## src/rtl/operand_result_buffer.sv

```systemverilog
// operand_result_buffer: captures operand matrices on a run strobe and collects one result tile per engine
//
// Ports:
//   clk                 system clock, rising edge
//   reset               asynchronous active-low reset
//   run_valid_i         capture strobe for a_i/b_i
//   a_i / a_o           input matrix, element (r,c) at index r*IN_DIM+c
//   b_i / b_o           filter matrix, element (r,c) at index r*FLT_DIM+c
//   res_valid_i         per-engine result valid
//   res_i / res_o       per-engine result tiles, engine k at [k*RES_N*DATA_W +: RES_N*DATA_W]
//   fresh_o             engine k has delivered since the last capture
//   done_capture        one-cycle pulse after a capture
//   active_computation  high while awaiting results
//   all_done            one-cycle pulse after the last engine delivers
//   err_o               sticky protocol error, cleared by a capture
//
// Optional feature macro: OPBUF_CLEAR_ON_RUN_EN (every capture also zeroes all result tiles)
module operand_result_buffer #(
  parameter int DATA_W  = 8,
  parameter int IN_DIM  = 4,
  parameter int FLT_DIM = 3,
  parameter int NUM_ENG = 3,
  parameter int RES_N   = 4
) (
  input  logic                              clk,
  input  logic                              reset,
  input  logic                              run_valid_i,
  input  logic [IN_DIM*IN_DIM*DATA_W-1:0]   a_i,
  input  logic [FLT_DIM*FLT_DIM*DATA_W-1:0] b_i,
  input  logic [NUM_ENG-1:0]                res_valid_i,
  input  logic [NUM_ENG*RES_N*DATA_W-1:0]   res_i,
  output logic [IN_DIM*IN_DIM*DATA_W-1:0]   a_o,
  output logic [FLT_DIM*FLT_DIM*DATA_W-1:0] b_o,
  output logic [NUM_ENG*RES_N*DATA_W-1:0]   res_o,
  output logic [NUM_ENG-1:0]                fresh_o,
  output logic                              done_capture,
  output logic                              active_computation,
  output logic                              all_done,
  output logic                              err_o
);
  localparam int A_W = IN_DIM*IN_DIM*DATA_W;
  localparam int B_W = FLT_DIM*FLT_DIM*DATA_W;
  localparam int T_W = RES_N*DATA_W;
  localparam int R_W = NUM_ENG*T_W;
  typedef enum logic [1:0] {IDLE, ARMED, COMPLETE} state_e;
  state_e             state_q, state_d;
  logic [A_W-1:0]     a_q, a_d;
  logic [B_W-1:0]     b_q, b_d;
  logic [R_W-1:0]     res_q, res_d;
  logic [NUM_ENG-1:0] fresh_q, fresh_d;
  logic               err_q, err_d, done_cap_q, done_cap_d, all_done_q, all_done_d;
  // A run strobe always wins: results arriving in the same cycle are dropped without error.
  always_comb begin
    state_d    = state_q;
    a_d        = a_q;
    b_d        = b_q;
    res_d      = res_q;
    fresh_d    = fresh_q;
    err_d      = err_q;
    done_cap_d = 1'b0;
    all_done_d = 1'b0;
    if (run_valid_i) begin
      a_d        = a_i;
      b_d        = b_i;
      fresh_d    = '0;
      err_d      = 1'b0;
      done_cap_d = 1'b1;
      state_d    = ARMED;
`ifdef OPBUF_CLEAR_ON_RUN_EN
      res_d      = '0;
`endif
    end else if (state_q == ARMED) begin
      for (int k = 0; k < NUM_ENG; k++) begin
        if (res_valid_i[k]) begin
          res_d[k*T_W +: T_W] = res_i[k*T_W +: T_W];
          fresh_d[k]          = 1'b1;
          if (fresh_q[k]) err_d = 1'b1;
        end
      end
      if (&fresh_d) begin
        state_d    = COMPLETE;
        all_done_d = 1'b1;
      end
    end else if (|res_valid_i) begin
      err_d = 1'b1;
    end
  end
  always_ff @(posedge clk or negedge reset) begin
    if (!reset) begin
      state_q    <= IDLE;
      a_q        <= '0;
      b_q        <= '0;
      res_q      <= '0;
      fresh_q    <= '0;
      err_q      <= 1'b0;
      done_cap_q <= 1'b0;
      all_done_q <= 1'b0;
    end else begin
      state_q    <= state_d;
      a_q        <= a_d;
      b_q        <= b_d;
      res_q      <= res_d;
      fresh_q    <= fresh_d;
      err_q      <= err_d;
      done_cap_q <= done_cap_d;
      all_done_q <= all_done_d;
    end
  end
  assign a_o                = a_q;
  assign b_o                = b_q;
  assign res_o              = res_q;
  assign fresh_o            = fresh_q;
  assign err_o              = err_q;
  assign done_capture       = done_cap_q;
  assign all_done           = all_done_q;
  assign active_computation = (state_q == ARMED);
endmodule

```

## config.mk

```make
export PLATFORM = sky130hd
export DESIGN_NAME = operand_result_buffer
export DESIGN_NICKNAME = d
export VERILOG_FILES = /design/src/rtl/operand_result_buffer.sv
export SDC_FILE = /design/constraint.sdc
export NUM_CORES = 1
export LEC_CHECK = 0
export BUFFER_PORTS_ARGS = -buffer_cell sky130_fd_sc_hd__buf_2
export CORE_AREA = 3 3 232 234
export DETAILED_ROUTE_END_ITERATION = 16
export DIE_AREA = 0 0 235 237
export HOLD_SLACK_MARGIN = 0.03
export SLEW_MARGIN = 40
export SYNTH_ARGS = -nofsm -noshare
export SYNTH_HDL_FRONTEND = slang
export SYNTH_SLANG_ARGS = --single-unit
export TNS_END_PERCENT = 30
```

## constraint.sdc

```tcl
create_clock -name clk -period 4.1 [get_ports clk]
set_clock_uncertainty 0.2 [all_clocks]
set_input_delay 0.41 -clock clk [delete_from_list [all_inputs] [get_ports clk]]
set_output_delay 0.41 -clock clk [all_outputs]
set_load 0.01 [all_outputs]
```

==> results.md <==
- Layout net count: 1875
- # IOs: 605
- Total wire length: 37.3 mm
- Drt first pass iters: 4
- CTS tree: built
- Number of buffers added on ports: 604
- RSZ-0062 raised after global routing: no
- Clock slew at reported path FFs: 0.06 ns
- Util after Layout: 0.375
- Syn_area_per_cell: 17.9 sq um
- Fill cells: 4865
- Vias in the first global route: 10400
- Drt via density: 4.01
- CTS Buffer Depth: 3
- Die Span X: 235 um
- Worst path top cell family by delay: simple AND/OR/NAND/NOR gates
- Total global routing overflow: 0
- Critical path startpoint category: register
- Max-slew violations: 0
- Slowest cell on the critical path: and2_4
- GPL Wtd Cong: 0.801
- Cts bufs inserted: 36
- Final period util: 0.493
- Clk root buf: clkbuf_16
- Unique masters post-synth: 20
- Critical path capture point type: register
- Initial Utilization: 0.225
- Combinational share of power: 0.233
- Seq/Total Area, Yosys: 0.646
- First-pass GRT wire length: 58.4 mm
- FP Rows: 84
- Net Switching: 2.37 mW
- CP bufs+invs: 0
- WL per Instance: 16.3 um
- Largest family of logic cells by synthesized area: multiplexers
- CTS Sinks: 304
- Power share of the clock group: 0.339
- Minimum clock period: 2.02 ns
- Setup TNS Final: 0 ns
- Die area: 0.0557 sq mm
- Residual DRC: 0
- CP max FO: 33
- Most frequent cells in the layout: buf_2, dfrtp_1, dlygate4sd3_1, mux2_2, mux2_4
- Post_cts resized: 0
- Share of layout cells above drive strength 1: 0.607
- Final hold violation count: 0
- Max VDD drop: 0.000274 V
- Synth Instances: 656
- Worst-Margin Slew: 0.657 ns
- Flip-flop and latch area: 0.00761 sq mm
- Worst EP arrival: 2.22 ns
- Die height: 237 um
- CP Cell Sequence: nor3b_4 -> and2_4 -> mux2_2
- Post-synthesis adder-cell area fraction: 0
- Compound-Gate Fraction of Synth Area: 0.00755
- Initial antenna violation count: 0
- Crit path required time: 4.30 ns
- Worst rel slew slack: 0.562
- Max Freq: 0.494 GHz
- Yosys warns: 0
- Maxcap violations: 0
- Commonest non-fill, non-tap cell in the layout: buf_2
- Worst-Skew Late Latency: 0.51 ns
- Cell Pwr Density: 449 mW/mm^2
- Internal reg-to-reg setup slack: 2.08 ns
- Synth Area in XOR/XNOR: 0
- Status: finished clean
- FF+latch count, synth: 304
- Area of the multi-input gates: 0.00381 sq mm
- Post-synthesis simple-gate area fraction: 0.00531
- Initial DRC count: 233
- Antenna cells: 0
- DRT antenna net count: 0
- Reg power frac: 0.428
- Worst setup path category: reg -> reg
- Core area: 0.0522 sq mm
- Via count: 9147
- Finished Layout Cells: 2283
- Internal: 6.44 mW
- Max incr delay on CP: 0.59 ns
- Synth Cell Area: 0.0118 sq mm
- Largest net degree at the start of global routing: 151
- Leak: 9.37 nW
- DPL Wire Length: 25.4 mm
- Inst Count DP: 1924
- Setup Viol. Count Final: 0
- Gr usage total: 0.130
- Net Sw Frac: 0.269
- Multiplexer area fraction after synthesis: 0.311
- Hold Path Class: in -> reg
- Net count after synthesis: 958
- H-tree depth: 2
- Area grow syn2layout: 66.5%
layer usage:
layer | global-route usage | share of wire
met1 | 0.142 | 0.37
met2 | 0.239 | 0.54
met3 | 0.0316 | 0.054
met4 | 0.0556 | 0.038
met5 | 0 | 0
area by class of cell:
type | count | share of cell area
Sequential cell | 304 | 0.388
Timing Repair Buffer | 914 | 0.317
Multi-Input combinational cell | 315 | 0.194
Clock buffer | 52 | 0.0537
Tap cell | 688 | 0.0439
Clock inverter | 8 | 0.00300
Inverter | 2 | 0.000383
metrics by stage:
stage / total power, mW / hold slack [ns] / worst slack (ns) / area [sq um]
2_1_floorplan: 4.75 / -0.0856 / 2.32 / 11800
3_3_place_gp: 5.58 / 0.283 / 1.83 / 15400
3_5_place_dp: 5.62 / 0.0981 / 1.80 / 15500
4_1_cts: 8.91 / 0.0565 / 2.08 / 19600
5_1_grt: 9.23 / 0.0805 / 2.00 / 19600
6_report: 8.80 / 0.0992 / 2.08 / 19600
state kept, by name, indices dropped and copies added (netlist names):
signal        count
a_o             128
res_o            96
b_o              72
fresh_o           3
state_q           2
all_done          1
done_capture      1
err_o             1
cell usage after synthesis, drive strengths merged:
library cell	instances	area (sq um)
dfrtp	304	7610
mux2	296	3660
buf	34	342
a21o	4	30.0
and2	4	32.5
o211ai	3	22.5
a21oi	2	10.0
inv	2	7.51
a22oi	1	7.51
clkbuf	1	3.75
nor2b	1	6.26
nor3	1	5.00
nor3b	1	18.8
o211a	1	10.0
o22a	1	8.76
logic make-up (layout without fill, tap and decap cells):
| logic type | after synthesis | after routing |
|---|---|---|
| flip-flops | 304 | 304 |
| multiplexers | 296 | 296 |
| AND/OR/NAND/NOR | 7 | 7 |
| buffers and inverters | 37 | 976 |
| AO/OA/AOI/OAI | 12 | 12 |
timing repair:
item | in CTS | in global routing
hold buffers | 298 | 0
buffers inserted | 0 | 0
hold endpoints to repair | 408 | 0
final timing paths:
check	end	from	depth (start not counted)
hold / removal	state_q[1]$_DFFE_PN0P_	run_valid_i	2
max in group asynchronous	res_o[83]$_DFFE_PN0P_	reset	4
hold reg to reg	a_o[102]$_DFFE_PN0P_	a_o[102]$_DFFE_PN0P_	1
setup reg to reg	res_o[95]$_DFFE_PN0P_	state_q[1]$_DFFE_PN0P_	3
setup / recovery	res_o[95]$_DFFE_PN0P_	state_q[1]$_DFFE_PN0P_	3
min in group asynchronous	res_o[24]$_DFFE_PN0P_	reset	2
power by group through the flow:
stage,registers (mW),logic [mW],clock network (mW)
after floorplan,4.01,0.740,0
after global placement,3.79,1.78,0
after global routing,3.83,2.18,3.22
after CTS,3.76,2.06,3.09
after detailed placement,3.80,1.82,0
final,3.77,2.05,2.98
Power figures use the tool's default switching activity.
